<file path="src/rtl/nx_fifo_rd_unpack.sv">
// Unpacks each DATA_W-wide word from a show-ahead FIFO into two DATA_W/2 beats, low half first.
// Latency: a head word seen in IDLE is presented as the LO beat one cycle later; sustains 1 beat/cycle.
// Backpressure: out_ready=0 freezes the presented beat; the next word is popped only as the HI beat leaves.
//
// Ports:
//   clk, rst            clock and asynchronous active-high reset
//   clear               synchronous flush of the holding register, FSM and frame counter
//   fifo_empty          upstream show-ahead FIFO empty flag
//   fifo_rdata          upstream head word (valid while fifo_empty=0)
//   fifo_ren            combinational pop of the upstream head word
//   out_valid/ready     output beat handshake
//   out_data            selected half of the holding register (0 when idle)
//   out_last            HI beat of the last word of a frame
//   word_idx            index of the current word within the frame
module nx_fifo_rd_unpack #(
  parameter int DATA_W      = 64,
  parameter int FRAME_WORDS = 8
) (
  input  logic                clk,
  input  logic                rst,
  input  logic                clear,
  input  logic                fifo_empty,
  input  logic [DATA_W-1:0]   fifo_rdata,
  output logic                fifo_ren,
  output logic                out_valid,
  input  logic                out_ready,
  output logic [DATA_W/2-1:0] out_data,
  output logic                out_last,
  output logic [3:0]          word_idx
);

  localparam int HALF_W = DATA_W / 2;
  localparam logic [3:0] LAST_IDX = 4'(FRAME_WORDS - 1);

  typedef enum logic [1:0] {
    ST_IDLE = 2'd0,
    ST_LO   = 2'd1,
    ST_HI   = 2'd2
  } state_t;

  state_t            state;
  state_t            state_nxt;
  logic [DATA_W-1:0] hold_dat;
  logic [3:0]        idx_q;
  // Low while in reset and until the first edge after release, so no pop
  // can be requested before the block has seen a clean clock edge.
  logic              run;

  // Next-state and pop decision. A pop is only ever taken when the holding
  // register is free or is being freed this cycle by an accepted HI beat.
  always_comb begin
    fifo_ren  = 1'b0;
    state_nxt = state;
    if (run && !clear && !fifo_empty &&
        (state == ST_IDLE || (state == ST_HI && out_ready))) begin
      fifo_ren = 1'b1;
    end
    case (state)
      ST_IDLE: begin
        if (fifo_ren) state_nxt = ST_LO;
      end
      ST_LO: begin
        if (out_ready) state_nxt = ST_HI;
      end
      ST_HI: begin
        if (out_ready) state_nxt = fifo_ren ? ST_LO : ST_IDLE;
      end
      default: state_nxt = ST_IDLE;
    endcase
  end

  always_ff @(posedge clk or posedge rst) begin
    if (rst) begin
      state    <= ST_IDLE;
      hold_dat <= '0;
      idx_q    <= 4'd0;
      run      <= 1'b0;
    end else begin
      run <= 1'b1;
      if (clear) begin
        state    <= ST_IDLE;
        hold_dat <= '0;
        idx_q    <= 4'd0;
      end else begin
        state <= state_nxt;
        if (fifo_ren) hold_dat <= fifo_rdata;
        // The frame position advances when the second half of a word leaves.
        if (state == ST_HI && out_ready) begin
          idx_q <= (idx_q == LAST_IDX) ? 4'd0 : idx_q + 4'd1;
        end
      end
    end
  end

  always_comb begin
    out_data = '0;
    case (state)
      ST_LO:   out_data = hold_dat[HALF_W-1:0];
      ST_HI:   out_data = hold_dat[DATA_W-1:HALF_W];
      default: out_data = '0;
    endcase
  end

  assign out_valid = (state == ST_LO) || (state == ST_HI);
  assign out_last  = (state == ST_HI) && (idx_q == LAST_IDX);
  assign word_idx  = idx_q;

endmodule

</file>
<file path="config.mk">
export PLATFORM = sky130hd
export DESIGN_NAME = nx_fifo_rd_unpack
export DESIGN_NICKNAME = d
export VERILOG_FILES = /design/src/rtl/nx_fifo_rd_unpack.sv
export SDC_FILE = /design/constraint.sdc
export NUM_CORES = 1
export LEC_CHECK = 0
export CELL_PAD_IN_SITES_DETAIL_PLACEMENT = 0
export CELL_PAD_IN_SITES_GLOBAL_PLACEMENT = 1
export CORE_ASPECT_RATIO = 1.5
export CORE_MARGIN = 2
export CORE_UTILIZATION = 39
export CTS_CLUSTER_DIAMETER = 100
export DETAILED_ROUTE_END_ITERATION = 6
export HOLD_SLACK_MARGIN = 0.03
export PLACE_DENSITY = 0.89
export SYNTH_ARGS = -nofsm -noshare
export SYNTH_HDL_FRONTEND = slang
export SYNTH_SLANG_ARGS = --single-unit
</file>
<file path="constraint.sdc">
create_clock -name clk -period 4 [get_ports clk]
set_input_delay 0.4 -clock clk [delete_from_list [all_inputs] [get_ports clk]]
set_output_delay 0.4 -clock clk [all_outputs]
set_load 0.03 [all_outputs]
</file>
==> results of run 1 <==
-- cells by family after synthesis --
family / after synthesis / share of synthesized area (%)
DFF: 71 / 46.0
adders and majority gates: 5 / 1.62
muxes: 1 / 0.259
AOI/OAI and AO/OA: 106 / 20.5
xor gates and xnor gates: 1 / 0.227
other: 1 / 0.0972
buffers and inverters: 52 / 8.91
and+or+nand+nor: 177 / 22.4
-- worst paths after layout --
| check | to | cells after the start | slack (ns) | from |
|---|---|---|---|---|
| hold / removal | hold_dat[34]$_DFFE_PP0P_ | 2 | 0.53 | hold_dat[34]$_DFFE_PP0P_ |
| hold reg to reg | hold_dat[34]$_DFFE_PP0P_ | 2 | 0.53 | hold_dat[34]$_DFFE_PP0P_ |
| setup reg to reg | hold_dat[46]$_DFFE_PP0P_ | 6 | 1.27 | state[0]$_DFFE_PP0P_ |
| setup / recovery | out_data[14] | 6 | 0.83 | state[1]$_DFFE_PP0P_ |
| max in group asynchronous | hold_dat[32]$_DFFE_PP0P_ | 3 | 2.64 | rst |
| min in group asynchronous | word_idx[3]$_DFFE_PP0P_ | 2 | 0.56 | rst |
-- routing by layer --
layer  GRT usage (%)  vias to the layer above  share of wire (%)
met3            3.80                       19                4.9
met1            26.4                     1656                 42
li1                -                     1640                  -
met5               0                        -                  0
met2            33.5                      123                 50
met4            10.4                        0                2.8
-- critical path, stage by stage (launching register included) --
cell,delay [ns]
dfrtp_1,0.40
inv_1,0.11
ha_1,0.48
buf_4,0.37
a22oi_1,0.14
nor2b_1,0.22
clkdlybuf4s50_1,0.70
-- layout make-up --
type | count | area [um^2]
Sequential cell | 71 | 1780
Clock inverter | 7 | 120
Tap cell | 115 | 144
Inverter | 5 | 20.0
Timing Repair Buffer | 114 | 1120
Fill cell | 886 | 4470
Multi-Input combinational cell | 291 | 1760
Clock buffer | 9 | 225
-- through the flow --
step           hold slack [ns]  util, %  setup slack, ns
2_1_floorplan            0.485        -             1.80
3_3_place_gp             0.503     50.1             1.29
3_5_place_dp             0.516     50.1             1.22
4_1_cts                  0.533     53.6            0.846
5_1_grt                  0.550     53.6            0.712
6_report                 0.527     53.6            0.831
-- power by group through the flow --
stage / combinational, W / clock [W] / sequential [W]
after global placement: 0.000339 / 0 / 0.000794
final: 0.000343 / 0.000918 / 0.000784
after global routing: 0.000377 / 0.000971 / 0.000788
after floorplan: 0.000244 / 0 / 0.000789
after CTS: 0.000346 / 0.000936 / 0.000783
after detailed placement: 0.000344 / 0 / 0.000796
-- registers in the layout, summed over array words and instances, names as in the netlist --
signal / flops
hold_dat: 64
word_idx: 4
state: 2
run: 1
-- cell usage in the layout, fill, tap and decap left out --
master             n
buf_4              7
bufinv_16          3
o211ai_1          64
nand2_1           67
or2_2              1
conb_1             1
xor2_1             1
a2bb2oi_1          1
clkinv_2           2
nand3_1           67
a21o_2             1
ha_2               1
inv_1              3
nand2b_2           1
nand2_4            1
nor2b_1           33
nor3_1             1
ha_1               4
clkinv_4           1
clkbuf_16          9
a21oi_4            1
o2111ai_1          1
clkinvlp_4         1
nor2_1             2
clkdlybuf4s50_1  107
dfrtp_1           71
inv_6              1
nor3b_4            1
o21ai_0            2
and2_1             1
and3b_1            1
a22oi_1           32
inv_2              1
a2111o_1           1
a21oi_1            3
or3_1              1
mux2i_1            1
==> results.toml, run 1 <==
[worst_setup_path]
crit_arrival_ns = 2.77
path_class = "flop to output pin"
start_kind = "flop"
cp-end-kind = "output pin"
critPathMaxFanout = 23
cp.required_ns = 3.60

[grt]
grt_use_total_pct = 20.7
grt_max_degree = 66
grt_pass1_wl_um = 17700
grt_pass1_vias = 3616
grt_antenna_before_repair = 0
grt-ovfl-total = 0

[yosys]
ys_top_cells_by_area = "dfrtp_1 46%, o211ai_1 12%, nand3_1 8.7%"
syn-num-nets = 488
synth_area_mm2 = 0.00386
synth_top_area_share_pct = 46.0
netlist_instances = 414
ys_seq_area_share_pct = 46.0
ys_types = 31
syn_area_per_cell_um2 = 9.32
yosys-top-cells-count = "71 x dfrtp_1, 67 x nand2_1, 67 x nand3_1"
ys_warn_count = 0
synth_seq_cells = 71
synth_most_common_cell = "dfrtp_1"
synth_top_area_cell = "dfrtp_1"
synth-edff-count = 0
synth_async_sr_flop_share_pct = 100
yosys_most_used_dff = "dfrtp_1"

[detailed_routing]
drtIter0Drc = 325
antenna_left = 0
wl_per_cell_um = 17.2
viasPerCell = 5.62
routed_wl_um = 10500
first_pass_iters = 5
drc_errors = 0
vias = 3438

[timing]
slew_viol_final = 0
skew_ns = 0.00661
max_freq_ghz = 0.316
slew_headroom_pct = 26.1
min_period_ns = 3.17
finalCritPeriodShare_pct = 79.2
final_hold_viol_count = 0
worst_pin_slew_ns = 1.11
tns_ns = 0
setup_viol = 0
rsz0062_at_grt = "false"

[cts]
cts_tree = "yes"
ctsResizeCount = 0
clock-sinks = 71
cts_buffers = 9
cts_setup_buffers = 0
clock_latency_ns = 0.34
hold_buffers = 0
htree_levels = 3
cts_root_buffer = "clkbuf_16"
clockBufferDepth = 2
clk_pin_slew_ns = 0.06

[hold_path]
hold_path.class = "flop to flop"

[die]
die_area_mm2 = 0.0107
start_util_pct = 40.1
ioPinCount = 108
num_rows = 44
coreArea_mm2 = 0.00963
die_w_um = 85.2
die_h_um = 126

[finish]
layout.nets = 566
drive_above_1_share_pct = 6.44
n_antenna_cell = 0
fin_area_mm2 = 0.00517
instances_no_fill = 612
area_growth_pct = 33.9

[place]
gp_congestion = 0.827
dp.cells = 596
placed_cell_area_mm2 = 0.00482
dp_hpwl_um = 6750
numPortBuffers = 107

[power_and_ir_drop]
p_leak_nw = 2.25
switching_share_pct = 26.5
power_density_mw_per_mm2 = 396
power_switching_w = 0.000543
p_int_w = 0.00150
comb_power_share_pct = 16.8
fin_total_pwr_w = 0.00205
pwr-share-clk_pct = 44.9
p_seq_share_pct = 38.3
ir_drop_v = 0.000268

[flow_run]
max-cap-violations = 0

[run_status]
status = "finished clean"
Note: power is estimated with default switching activity, not from simulation.
==> inputs of run 2 (changes only) <==
--- a/config.mk
+++ b/config.mk
@@ -9,11 +9,11 @@
 export CELL_PAD_IN_SITES_GLOBAL_PLACEMENT = 1
 export CORE_ASPECT_RATIO = 1.5
 export CORE_MARGIN = 2
-export CORE_UTILIZATION = 39
+export CORE_UTILIZATION = 33
 export CTS_CLUSTER_DIAMETER = 100
 export DETAILED_ROUTE_END_ITERATION = 6
 export HOLD_SLACK_MARGIN = 0.03
-export PLACE_DENSITY = 0.89
+export PLACE_DENSITY = 0.81
 export SYNTH_ARGS = -nofsm -noshare
 export SYNTH_HDL_FRONTEND = slang
 export SYNTH_SLANG_ARGS = --single-unit
==> constraint.sdc (replaced) <==
create_clock -name clk -period 2.9 [get_ports clk]
set_input_delay 0.29 -clock clk [delete_from_list [all_inputs] [get_ports clk]]
set_output_delay 0.29 -clock clk [all_outputs]
set_load 0.03 [all_outputs]
==> run 2 against run 1 <==
Worst hold slack got worse by 0.16 ns. Sequential share of layout area decreased by 0.075 points. Clock-buffer cell count increased by 2. Cell count increased by 6.5%. First-iteration DRC count decreased by 52%. Die area increased by 17%. Critical endpoint is now out_data[7]. Clock power increased by 27%. Global-route usage decreased by 2.5 points. Critical path depth unchanged. Clock skew decreased by 0.0013 ns.
==> results.toml, run 2 (synthesized netlist as in run 1, its figures left out) <==
[run_status]
status = "finished clean"

[finish]
utilization_pct = 45.2
layout.nets = 572
final_common_cell = "clkdlybuf4s50_1"
area_growth_pct = 34.2
largest_register_ffs = 64
instances_no_fill = 652
n_antenna_cell = 0
drive_above_1_share_pct = 13.7
top_register = "hold_dat"
final_cell_mix = "74 x clkdlybuf4s50_1, 71 x dfrtp_1, 67 x nand2_1, 67 x nand3_1, 64 x o211ai_1"

[die]
die_h_um = 136
ioPinCount = 108
start_util_pct = 33.6
num_rows = 48
coreArea_mm2 = 0.0115
die_w_um = 92.3
die_area_mm2 = 0.0126

[timing]
final_hold_viol_count = 0
setup_viol = 0
timing.final.ws_setup_ns = 0.437
worst_pin_slew_ns = 0.754
slew_headroom_pct = 49.7
hold_ws_ns = 0.368
slew_viol_final = 0
tns_ns = 0
skew_ns = 0.00529
rsz0062_at_grt = "false"
max_freq_ghz = 0.406
finalCritPeriodShare_pct = 84.9
min_period_ns = 2.46

[worst_setup_path]
crit_family = "buffers and inverters"
critPathMaxFanout = 24
crit_arrival_ns = 2.17
start_kind = "flop"
slowest_delay_ns = 0.46
cp.required_ns = 2.61
crit_buf_inv = 3
crit_path_frequent_cell = "buf_4"
path_class = "flop to output pin"
cp-end-kind = "output pin"
crit_slowest_cell = "ha_2"
crit_path_cell_trace = "inv_1, ha_2, buf_4, a22oi_1, nor2b_1, buf_4"

[detailed_routing]
first_pass_iters = 4
antenna_left = 0
routed_wl_um = 10900
vias = 3484
drc_errors = 0
wl_per_cell_um = 16.8
viasPerCell = 5.34
drtIter0Drc = 155

[flow_run]
max-cap-violations = 0

[power_and_ir_drop]
power_density_mw_per_mm2 = 531
ir_drop_v = 0.000320
p_leak_nw = 2.35

[grt]
grt_antenna_before_repair = 0
grt-ovfl-total = 0
grt_pass1_vias = 3798
grt_pass1_wl_um = 18300
grt_use_total_pct = 18.3
grt_max_degree = 66

[place]
preCtsSetupSlack_ns = 0.566
dp_hpwl_um = 7460
numPortBuffers = 107
dp.cells = 637
gp_congestion = 0.757

[cts]
ctsResizeCount = 0
hold_buffers = 0
clock_latency_ns = 0.33
cts_setup_buffers = 0
clockBufferDepth = 2
cts_buffers = 9
cts_tree = "yes"
cts_root_buffer = "clkbuf_16"
clk_pin_slew_ns = 0.06
htree_levels = 3
clock-sinks = 71

[hold_path]
hold_path.class = "input port to asynchronous set/reset pin"
-- run 2: changes by cell type in the layout (fill, tap and decap cells not counted), sizes merged --
cell / before / now
inv: 5 / 4
bufinv: 3 / 2
clkdlybuf4s50: 107 / 74
clkinvlp: 1 / 0
clkbuf: 9 / 11
buf: 7 / 46
-- run 2: layout make-up --
type	count	area (um^2)
Tap cell	150	188
Sequential cell	71	1780
Clock buffer	11	243
Timing Repair Buffer	120	1120
Fill cell	1145	6290
Inverter	5	20.0
Clock inverter	4	70.1
Multi-Input combinational cell	291	1760
-- run 2: power by group --
group | internal (W) | total (W) | switching (W) | leakage [nW]
registers | 0.00105 | 0.00108 | 0.0000338 | 0.967
clock network | 0.000768 | 0.00117 | 0.000402 | 0.155
logic | 0.000202 | 0.000498 | 0.000295 | 1.22
total | 0.00202 | 0.00275 | 0.000731 | 2.35
-- run 2: routing by layer --
layer | up-vias | track usage [%] | routed length [um]
met1 | 1718 | 21.9 | 4550
li1 | 1653 | - | -
met5 | - | 0 | 0
met2 | 95 | 32.1 | 5610
met3 | 18 | 3.05 | 532
met4 | 0 | 7.63 | 247
-- run 2: metrics by stage --
step,total power [W],instance area (um^2)
floorplan,0.00142,3860
global placement,0.00159,4870
detailed placement,0.00160,4870
CTS,0.00278,5180
global route,0.00286,5180
finish,0.00275,5180
-- run 2: final timing paths --
check	to	from	slack, ns	cells past startpoint
worst max-delay path	out_data[7]	state[0]$_DFFE_PP0P_	0.44	6
worst min-delay path	word_idx[2]$_DFFE_PP0P_	rst	0.37	2
worst max register to register	hold_dat[50]$_DFFE_PP0P_	state[0]$_DFFE_PP0P_	0.62	6
worst min register to register	hold_dat[46]$_DFFE_PP0P_	hold_dat[46]$_DFFE_PP0P_	0.53	2
max in group asynchronous	hold_dat[13]$_DFFE_PP0P_	rst	1.82	3
min in group clk	hold_dat[50]$_DFFE_PP0P_	fifo_rdata[50]	0.50	3
==> inputs of run 3 (changes only) <==
--- a/config.mk
+++ b/config.mk
@@ -9,11 +9,11 @@
 export CELL_PAD_IN_SITES_GLOBAL_PLACEMENT = 1
 export CORE_ASPECT_RATIO = 1.5
 export CORE_MARGIN = 2
-export CORE_UTILIZATION = 33
+export CORE_UTILIZATION = 36
 export CTS_CLUSTER_DIAMETER = 100
 export DETAILED_ROUTE_END_ITERATION = 6
 export HOLD_SLACK_MARGIN = 0.03
-export PLACE_DENSITY = 0.81
+export PLACE_DENSITY = 0.83
 export SYNTH_ARGS = -nofsm -noshare
 export SYNTH_HDL_FRONTEND = slang
 export SYNTH_SLANG_ARGS = --single-unit
==> constraint.sdc (replaced) <==
create_clock -name clk -period 2.3 [get_ports clk]
set_input_delay 0.23 -clock clk [delete_from_list [all_inputs] [get_ports clk]]
set_output_delay 0.23 -clock clk [all_outputs]
set_load 0.03 [all_outputs]
==> run 3 against run 2 <==
Design area up 1.0%. Power increased by 26%. Register-to-register slack worse by 0.07 ns. Via count down 0.92%. Non-clock buffer count rose by 3. Worst setup slack got worse by 0.32 ns. Worst hold slack worse by 0.067 ns. Wire length decreased by 1.1%. Flip-flop and latch count unchanged. Clock skew about the same. Cell count decreased by 0.15%. Critical path type unchanged. Critical endpoint is now out_data[18].
==> results.toml, run 3 (synthesized netlist as in run 1, its figures left out) <==
[power_and_ir_drop]
switching_share_pct = 26.7
p_seq_share_pct = 39.3
pwr-share-clk_pct = 42.0
ir_drop_v = 0.000380
power_density_mw_per_mm2 = 662
p_int_w = 0.00254
p_leak_nw = 2.36
comb_power_share_pct = 18.7
power_switching_w = 0.000924

[timing]
final_hold_viol_count = 0
worst_pin_slew_ns = 0.649
slew_viol_final = 0
rsz0062_at_grt = "false"
timing.final.ws_setup_ns = 0.120
tns_ns = 0
setup_viol = 0
slew_headroom_pct = 56.7
min_period_ns = 2.18
max_freq_ghz = 0.459
skew_ns = 0.00546
finalCritPeriodShare_pct = 94.8

[flow_run]
max-cap-violations = 0

[grt]
grt_use_total_pct = 19.4
grt-ovfl-total = 0
grt_max_degree = 66
grt_antenna_before_repair = 1
grt_pass1_vias = 3535
grt_pass1_wl_um = 17400

[worst_setup_path]
path_class = "flop to output pin"
r2r_slack_ns = 0.55
reg2reg_depth = 6
cp.required_ns = 2.07
cp-end-kind = "output pin"
critPathMaxFanout = 13
rr_startpoint = "state[0]$_DFFE_PP0P_"
start_kind = "flop"
crit_arrival_ns = 1.95
r2r_end = "hold_dat[12]$_DFFE_PP0P_"

[cts]
clk_pin_slew_ns = 0.06
cts_buffers = 9
clock-sinks = 71
clockBufferDepth = 2
cts_setup_buffers = 0
ctsResizeCount = 0
hold_buffers = 0
cts_tree = "yes"
cts_root_buffer = "clkbuf_16"
clock_latency_ns = 0.32
htree_levels = 3

[place]
dp_hpwl_um = 7430
gp_congestion = 0.789
dp.cells = 634
numPortBuffers = 107
preCtsSetupSlack_ns = 0.262

[finish]
top_register = "hold_dat"
utilization_pct = 49.7
drive_above_1_share_pct = 14.6
layout.nets = 575
area_growth_pct = 35.6
instances_no_fill = 651
largest_register_ffs = 64
final_common_cell = "clkdlybuf4s50_1"
final_cell_mix = "72 x clkdlybuf4s50_1, 71 x dfrtp_1, 67 x nand2_1, 67 x nand3_1, 64 x o211ai_1"

[die]
ioPinCount = 108
coreArea_mm2 = 0.0105
num_rows = 46
start_util_pct = 36.6
die_h_um = 131
die_w_um = 88.5
die_area_mm2 = 0.0116

[detailed_routing]
wl_per_cell_um = 16.6
vias = 3452
drtIter0Drc = 197
viasPerCell = 5.30
routed_wl_um = 10800
first_pass_iters = 4
antenna_left = 0
drc_errors = 0

[run_status]
status = "finished clean"

[hold_path]
hold_path.class = "input port to asynchronous set/reset pin"
[run 3: cell count changes in the layout (fill, tap and decap cells not counted), sizes merged]
cell | previous run | this run
clkdlybuf4s50 | 74 | 72
clkinvlp | 0 | 3
clkinv | 3 | 1
buf | 46 | 51
diode | 0 | 1
[run 3: power groups by stage]
stage / Sequential (W) / Clock, W / Combinational (W)
3_5_place_dp: 0.00138 / 0 / 0.000650
3_3_place_gp: 0.00138 / 0 / 0.000637
6_report: 0.00136 / 0.00145 / 0.000648
2_1_floorplan: 0.00137 / 0 / 0.000424
4_1_cts: 0.00136 / 0.00148 / 0.000655
5_1_grt: 0.00137 / 0.00154 / 0.000709
[run 3: critical path, cell delays in order (launching register included)]
cell and delay, ns:
dfrtp_1 0.40, inv_1 0.11, ha_2 0.38, buf_4 0.27, a22oi_1 0.11, nor2b_1 0.17, buf_4 0.19
[run 3: area by class of cell]
cell class                 instances  area (um^2)
clock inverter                     5         82.6
tap                              144          180
timing repair buffer             123         1180
multi-input combinational        291         1760
inverter                           5         20.0
antenna                            1         2.50
sequential                        71         1780
fill                            1019         5300
clock buffer                      11          233
[run 3: worst max path at each step]
stage	startpoint	endpoint	slack, ns	depth (start not counted)
5_1_grt	state[0]$_DFFE_PP0P_	out_data[18]	0.04	6
3_3_place_gp	fifo_empty	hold_dat[15]$_DFFE_PP0P_	0.34	5
4_1_cts	state[0]$_DFFE_PP0P_	out_data[25]	0.14	6
6_report	state[0]$_DFFE_PP0P_	out_data[18]	0.12	6
2_1_floorplan	rst	hold_dat[0]$_DFFE_PP0P_	0.27	1
3_5_place_dp	fifo_empty	hold_dat[12]$_DFFE_PP0P_	0.26	5
[run 3: per-layer routing]
| layer | share of wire, % | GRT usage (%) |
|---|---|---|
| met1 | 44 | 26.0 |
| met2 | 51 | 31.4 |
| met3 | 3.5 | 2.07 |
| met4 | 2.2 | 9.09 |
| met5 | 0 | 0 |
[run 3: per-stage QoR]
stage	instance area (um^2)	hold WS [ns]	power, W
final	5230	0.301	0.00346
after global routing	5230	0.357	0.00362
after CTS	5230	0.318	0.00350
after detailed placement	4910	0.510	0.00203
after global placement	4910	0.505	0.00202
after floorplan	3860	0.359	0.00180
